## config.mk

```make
export PLATFORM = sky130hd
export DESIGN_NAME = intensity_grid
export DESIGN_NICKNAME = d
export VERILOG_FILES = /design/src/rtl/intensity_grid.sv
export SDC_FILE = /design/constraint.sdc
export NUM_CORES = 1
export LEC_CHECK = 0
export ABC_CLOCK_PERIOD_IN_PS = 2100
export BUFFER_PORTS_ARGS = -buffer_cell sky130_fd_sc_hd__buf_2
export CAP_MARGIN = 20
export CORE_MARGIN = 5
export CORE_UTILIZATION = 47
export CTS_CLUSTER_SIZE = 28
export DETAILED_ROUTE_END_ITERATION = 16
export MAX_ROUTING_LAYER = met4
export PLACE_DENSITY = 0.82
export SLEW_MARGIN = 10
export SYNTH_ARGS = -nofsm -noshare
export SYNTH_HDL_FRONTEND = slang
export SYNTH_SLANG_ARGS = --single-unit
```

## constraint.sdc

```tcl
create_clock -name clk -period 2.1 [get_ports clk]
set_clock_uncertainty 0.1 [all_clocks]
set_input_delay 0.105 -clock clk [delete_from_list [all_inputs] [get_ports clk]]
set_output_delay 0.105 -clock clk [all_outputs]
set_load 0.005 [all_outputs]
```

## src/rtl/intensity_grid.sv

```systemverilog
// -----------------------------------------------------------------------------
// intensity_grid
//
// Converts a 3x3 window of 24-bit RGB pixels into a 3x3 grid of 8-bit
// intensity values for the cartoonifier edge-detection path. It sits between
// the pixel-window buffer and the edge-detect stage.
//
// Each intensity is (R>>2) + (G>>1) + (B>>2). All nine lanes are computed in
// parallel and loaded together into a single output register on
// intensity_enable. The grid holds its value otherwise.
//
// Ports
//   clk                in   1    system clock, rising-edge active
//   n_rst              in   1    synchronous active-low reset
//   pixelData          in   216  nine RGB pixels P0..P8; Pk at [215-24k -: 24],
//                                R = [23:16], G = [15:8], B = [7:0] of the slice
//   intensity_enable   in   1    load strobe; recompute and load the grid
//   edgedetect_enable  in   1    downstream status, reserved and ignored
//   iGrid              out  72   nine intensities I0..I8; Ik at [71-8k -: 8]
// -----------------------------------------------------------------------------
module intensity_grid (
    input  logic         clk,
    input  logic         n_rst,
    input  logic [215:0] pixelData,
    input  logic         intensity_enable,
    input  logic         edgedetect_enable,
    output logic [71:0]  iGrid
);

    localparam int unsigned NUM_PIXELS = 9;
    localparam int unsigned PIXEL_W    = 24;
    localparam int unsigned INT_W      = 8;

    // One pixel's intensity. The three shifted terms are each zero-extended
    // to 8 bits; the largest possible sum is 63 + 127 + 63 = 253, so the
    // 8-bit add can never wrap.
    function automatic logic [INT_W-1:0] rgb_to_intensity(
        input logic [PIXEL_W-1:0] pixel
    );
        logic [INT_W-1:0] r_term;
        logic [INT_W-1:0] g_term;
        logic [INT_W-1:0] b_term;
        r_term = {2'b00, pixel[23:18]};
        g_term = {1'b0,  pixel[15:9]};
        b_term = {2'b00, pixel[7:2]};
        return r_term + g_term + b_term;
    endfunction

    // Nine independent lanes; lane k reads pixel k and writes intensity k,
    // both counted from the MSB end of their buses.
    logic [71:0] grid_next;

    for (genvar k = 0; k < NUM_PIXELS; k++) begin : g_lane
        assign grid_next[71-INT_W*k -: INT_W] =
            rgb_to_intensity(pixelData[215-PIXEL_W*k -: PIXEL_W]);
    end

    // Output register: reset has priority over load, load over hold.
    // NOTE: state is updated with non-blocking assignments so every reader
    // sees the pre-edge value regardless of process evaluation order.
    always_ff @(posedge clk) begin
        if (!n_rst) begin
            iGrid <= '0;
        end else if (intensity_enable) begin
            iGrid <= grid_next;
        end
    end

    // The downstream status input is reserved and deliberately unused.
    logic unused_edgedetect;
    assign unused_edgedetect = edgedetect_enable;

endmodule

```

==> flow_summary.yaml <==
outcome:
  status: "complete, no violations"
logic_synthesis:
  ys_seq_area_frac: 0.252
  syn_avg_cell_area_sq_um: 9.73
  synth_warnings: 0
  syn_inst: 587
  yosysTopAreaCellShare: 0.252
  synth_edf_count: 0
  synth_most_common_cell: "dfxtp_1"
  synth.area.top_cells: "dfxtp_1 25%, fa_1 22%, ha_1 12%"
  netlist_top_cells_count: "72 x dfxtp_1, 64 x inv_1, 63 x fa_1"
  yosysTopAreaCell: "dfxtp_1"
  yosys_most_used_dff: "dfxtp_1"
  synth_fp_nets: 924
  netlist_area_sq_mm: 0.00571
  ys_seq_elements: 72
  synthArstFlopShare: 0
  synth_cell_types: 25
global_routing:
  grt_util_met2: 0.346
  top_usage_layer: "met2"
  grt_pass1_vias: 5275
  grt_usage: 0.199
  antenna_found_initial: 0
  grt_pass1_wl_um: 23000
  grt_max_degree: 68
  use_met1: 0.224
  grt.met3_usage: 0.0472
  overflow: 0
timing:
  maxSlewViolCount: 0
  finalSetupViolations: 0
  worstMarginPinSlew_ns: 0.593
  hold_viol: 0
  grt_setup_unrepaired: "no"
  slew_headroom: 0.605
  min_period_over_period: 0.915
  clock.fmax_mhz: 520
  post-route-min-period_ns: 1.92
  worst_slack_ns: 0.178
floorplan:
  start_util: 0.478
  core_area_sq_mm: 0.0120
  fp.dieH_um: 120
  io_pins: 292
  die_w_um: 120
  die_area_sq_mm: 0.0145
  fp-row-count: 40
critical_path:
  critical_path_class: "in2reg"
  arrival_ns: 2.05
  cp-start-kind: "input port"
  cp_max_fo: 2
  critPathCaptureType: "flip-flop"
  worst_ep_required_time_ns: 2.23
worst_hold_path:
  hp-class: "in2reg"
cts:
  h-tree-depth: 3
  cts.sinks: 72
  cts_tree: "done"
  clock_latency_ns: 0.33
  cts_root_buffer: "clkbuf_16"
  cts_resized: 0
  ctsLongestPathBuffers: 2
  clkTransAtPathRegs_ns: 0.06
  numCtsBuffers: 9
cells_and_area:
  final_nets: 1174
  top_regs: "iGrid: 72 flops"
  fillers: 1023
  syn_to_final_growth_pct: 30.4
  final_core_util: 0.623
  largest_reg_flops: 72
  diodes: 0
  top_register: "iGrid"
  multiInputGateArea_sq_mm: 0.00390
  regArea_sq_mm: 0.00144
  drive_above_1_share: 0.342
placed_design:
  port_buffers: 245
  dp_slack_ns: -0.113
  globalplace.congestion: 0.861
  post-dp-hpwl_um: 11500
drt:
  post-route-drc-count: 0
  drt_first_pass_iters: 4
  dr.first_iter.drc_count: 150
  routed_wl_um: 13900
  dr_total_vias: 5070
  routedWlPerCell_um: 14.0
  vias_per_cell: 5.13
  drtAntennaViolNets: 0
power:
  powerDensity_mw_per_mm2: 689
  max-vdd-ir-drop_v: 0.000585
  p_leak_nw: 3.80
job:
  drv_cap: 0
[where the power goes]
part           switching [mW]  leakage, nW  internal, mW
sequential             0.0877        0.597          1.56
clock                   0.578        0.141         0.859
combinational            1.05         3.07          1.01
total                    1.71         3.80          3.43
[stage by stage]
stage / setup TNS, ns / hold slack (ns) / power (mW) / area [sq um] / cells
after floorplan: 0 / 0.296 / 2.98 / 5710 / 587
after global placement: -0.186 / 0.342 / 3.67 / 7160 / 972
after detailed placement: -0.671 / 0.345 / 3.74 / 7160 / 972
after CTS: 0 / 0.0794 / 5.22 / 7450 / 989
after global routing: 0 / 0.0967 / 5.56 / 7450 / 989
final: 0 / 0.0948 / 5.14 / 7450 / 989
[layout make-up]
cell class                 instances  area share
clock inverter                     5     0.00420
multi-input combinational        426       0.524
timing repair buffer             264       0.188
clock buffer                      11      0.0339
sequential                        72       0.193
inverter                          64      0.0322
tap                              147      0.0247
[worst paths after layout]
path | startpoint | to | slack [ns] | depth (start not counted)
min | pixelData[87] | iGrid[31] | 0.09 | 4
min reg2reg | iGrid[64] | iGrid[64] | 0.37 | 1
max | pixelData[195] | iGrid[69] | 0.18 | 9
max reg2reg | iGrid[7] | iGrid[7] | 1.29 | 2
[logic make-up (layout without fill, tap and decap cells)]
| family | count (synthesis) | count (layout) | synth area share |
|---|---|---|---|
| and+or+nand+nor | 142 | 142 | 0.129 |
| AOI/OAI and AO/OA | 131 | 131 | 0.157 |
| adders and majority gates | 117 | 117 | 0.339 |
| buffers and inverters | 89 | 344 | 0.0646 |
| DFF | 72 | 72 | 0.252 |
| xor gates and xnor gates | 18 | 18 | 0.0276 |
| muxes | 18 | 18 | 0.0315 |
[metal layers]
metal | wire [um] | part of all wire | vias to the layer above
li1 | - | - | 2511
met5 | 0 | 0 | -
met1 | 5610 | 0.40 | 2358
met4 | 398 | 0.029 | 0
met3 | 834 | 0.060 | 31
met2 | 7020 | 0.51 | 170
[placed cells by master, fill, tap and decap left out]
| master | n |
|---|---|
| buf_2 | 244 |
| dfxtp_1 | 72 |
| inv_1 | 64 |
| fa_1 | 63 |
| ha_1 | 54 |
| nor2_1 | 43 |
| a21oi_1 | 36 |
| nand2_1 | 32 |
| o21ai_0 | 32 |
| nand3b_1 | 18 |
| xnor2_1 | 18 |
| mux2i_1 | 18 |
| nor2b_1 | 18 |
| o211a_1 | 18 |
| buf_4 | 17 |
| nand3_1 | 13 |
| a211oi_1 | 11 |
| nand4b_1 | 11 |
| o211ai_1 | 11 |
| o31ai_2 | 9 |
| clkbuf_16 | 9 |
| nand2b_1 | 7 |
| a31oi_1 | 7 |
| o31ai_1 | 7 |
| clkinv_2 | 3 |
| clkbuf_8 | 2 |
| buf_12 | 2 |
| clkinv_4 | 1 |
| clkinvlp_4 | 1 |
| dlygate4sd3_1 | 1 |
[worst max-delay path, stage by stage]
cell and delay, ns:
buf_2 0.11, fa_1 0.56, ha_1 0.20, inv_1 0.06
fa_1 0.39, nand2b_1 0.18, a21oi_1 0.13, nor2_1 0.06
o31ai_1 0.26
[repair_timing]
action	in CTS	in global routing
endpoints found under the setup margin	0	0
hold buffers	1	0
setup buffers	0	0
hold endpoints to repair	1	0
No activity file was read; power rests on OpenSTA's default activity.
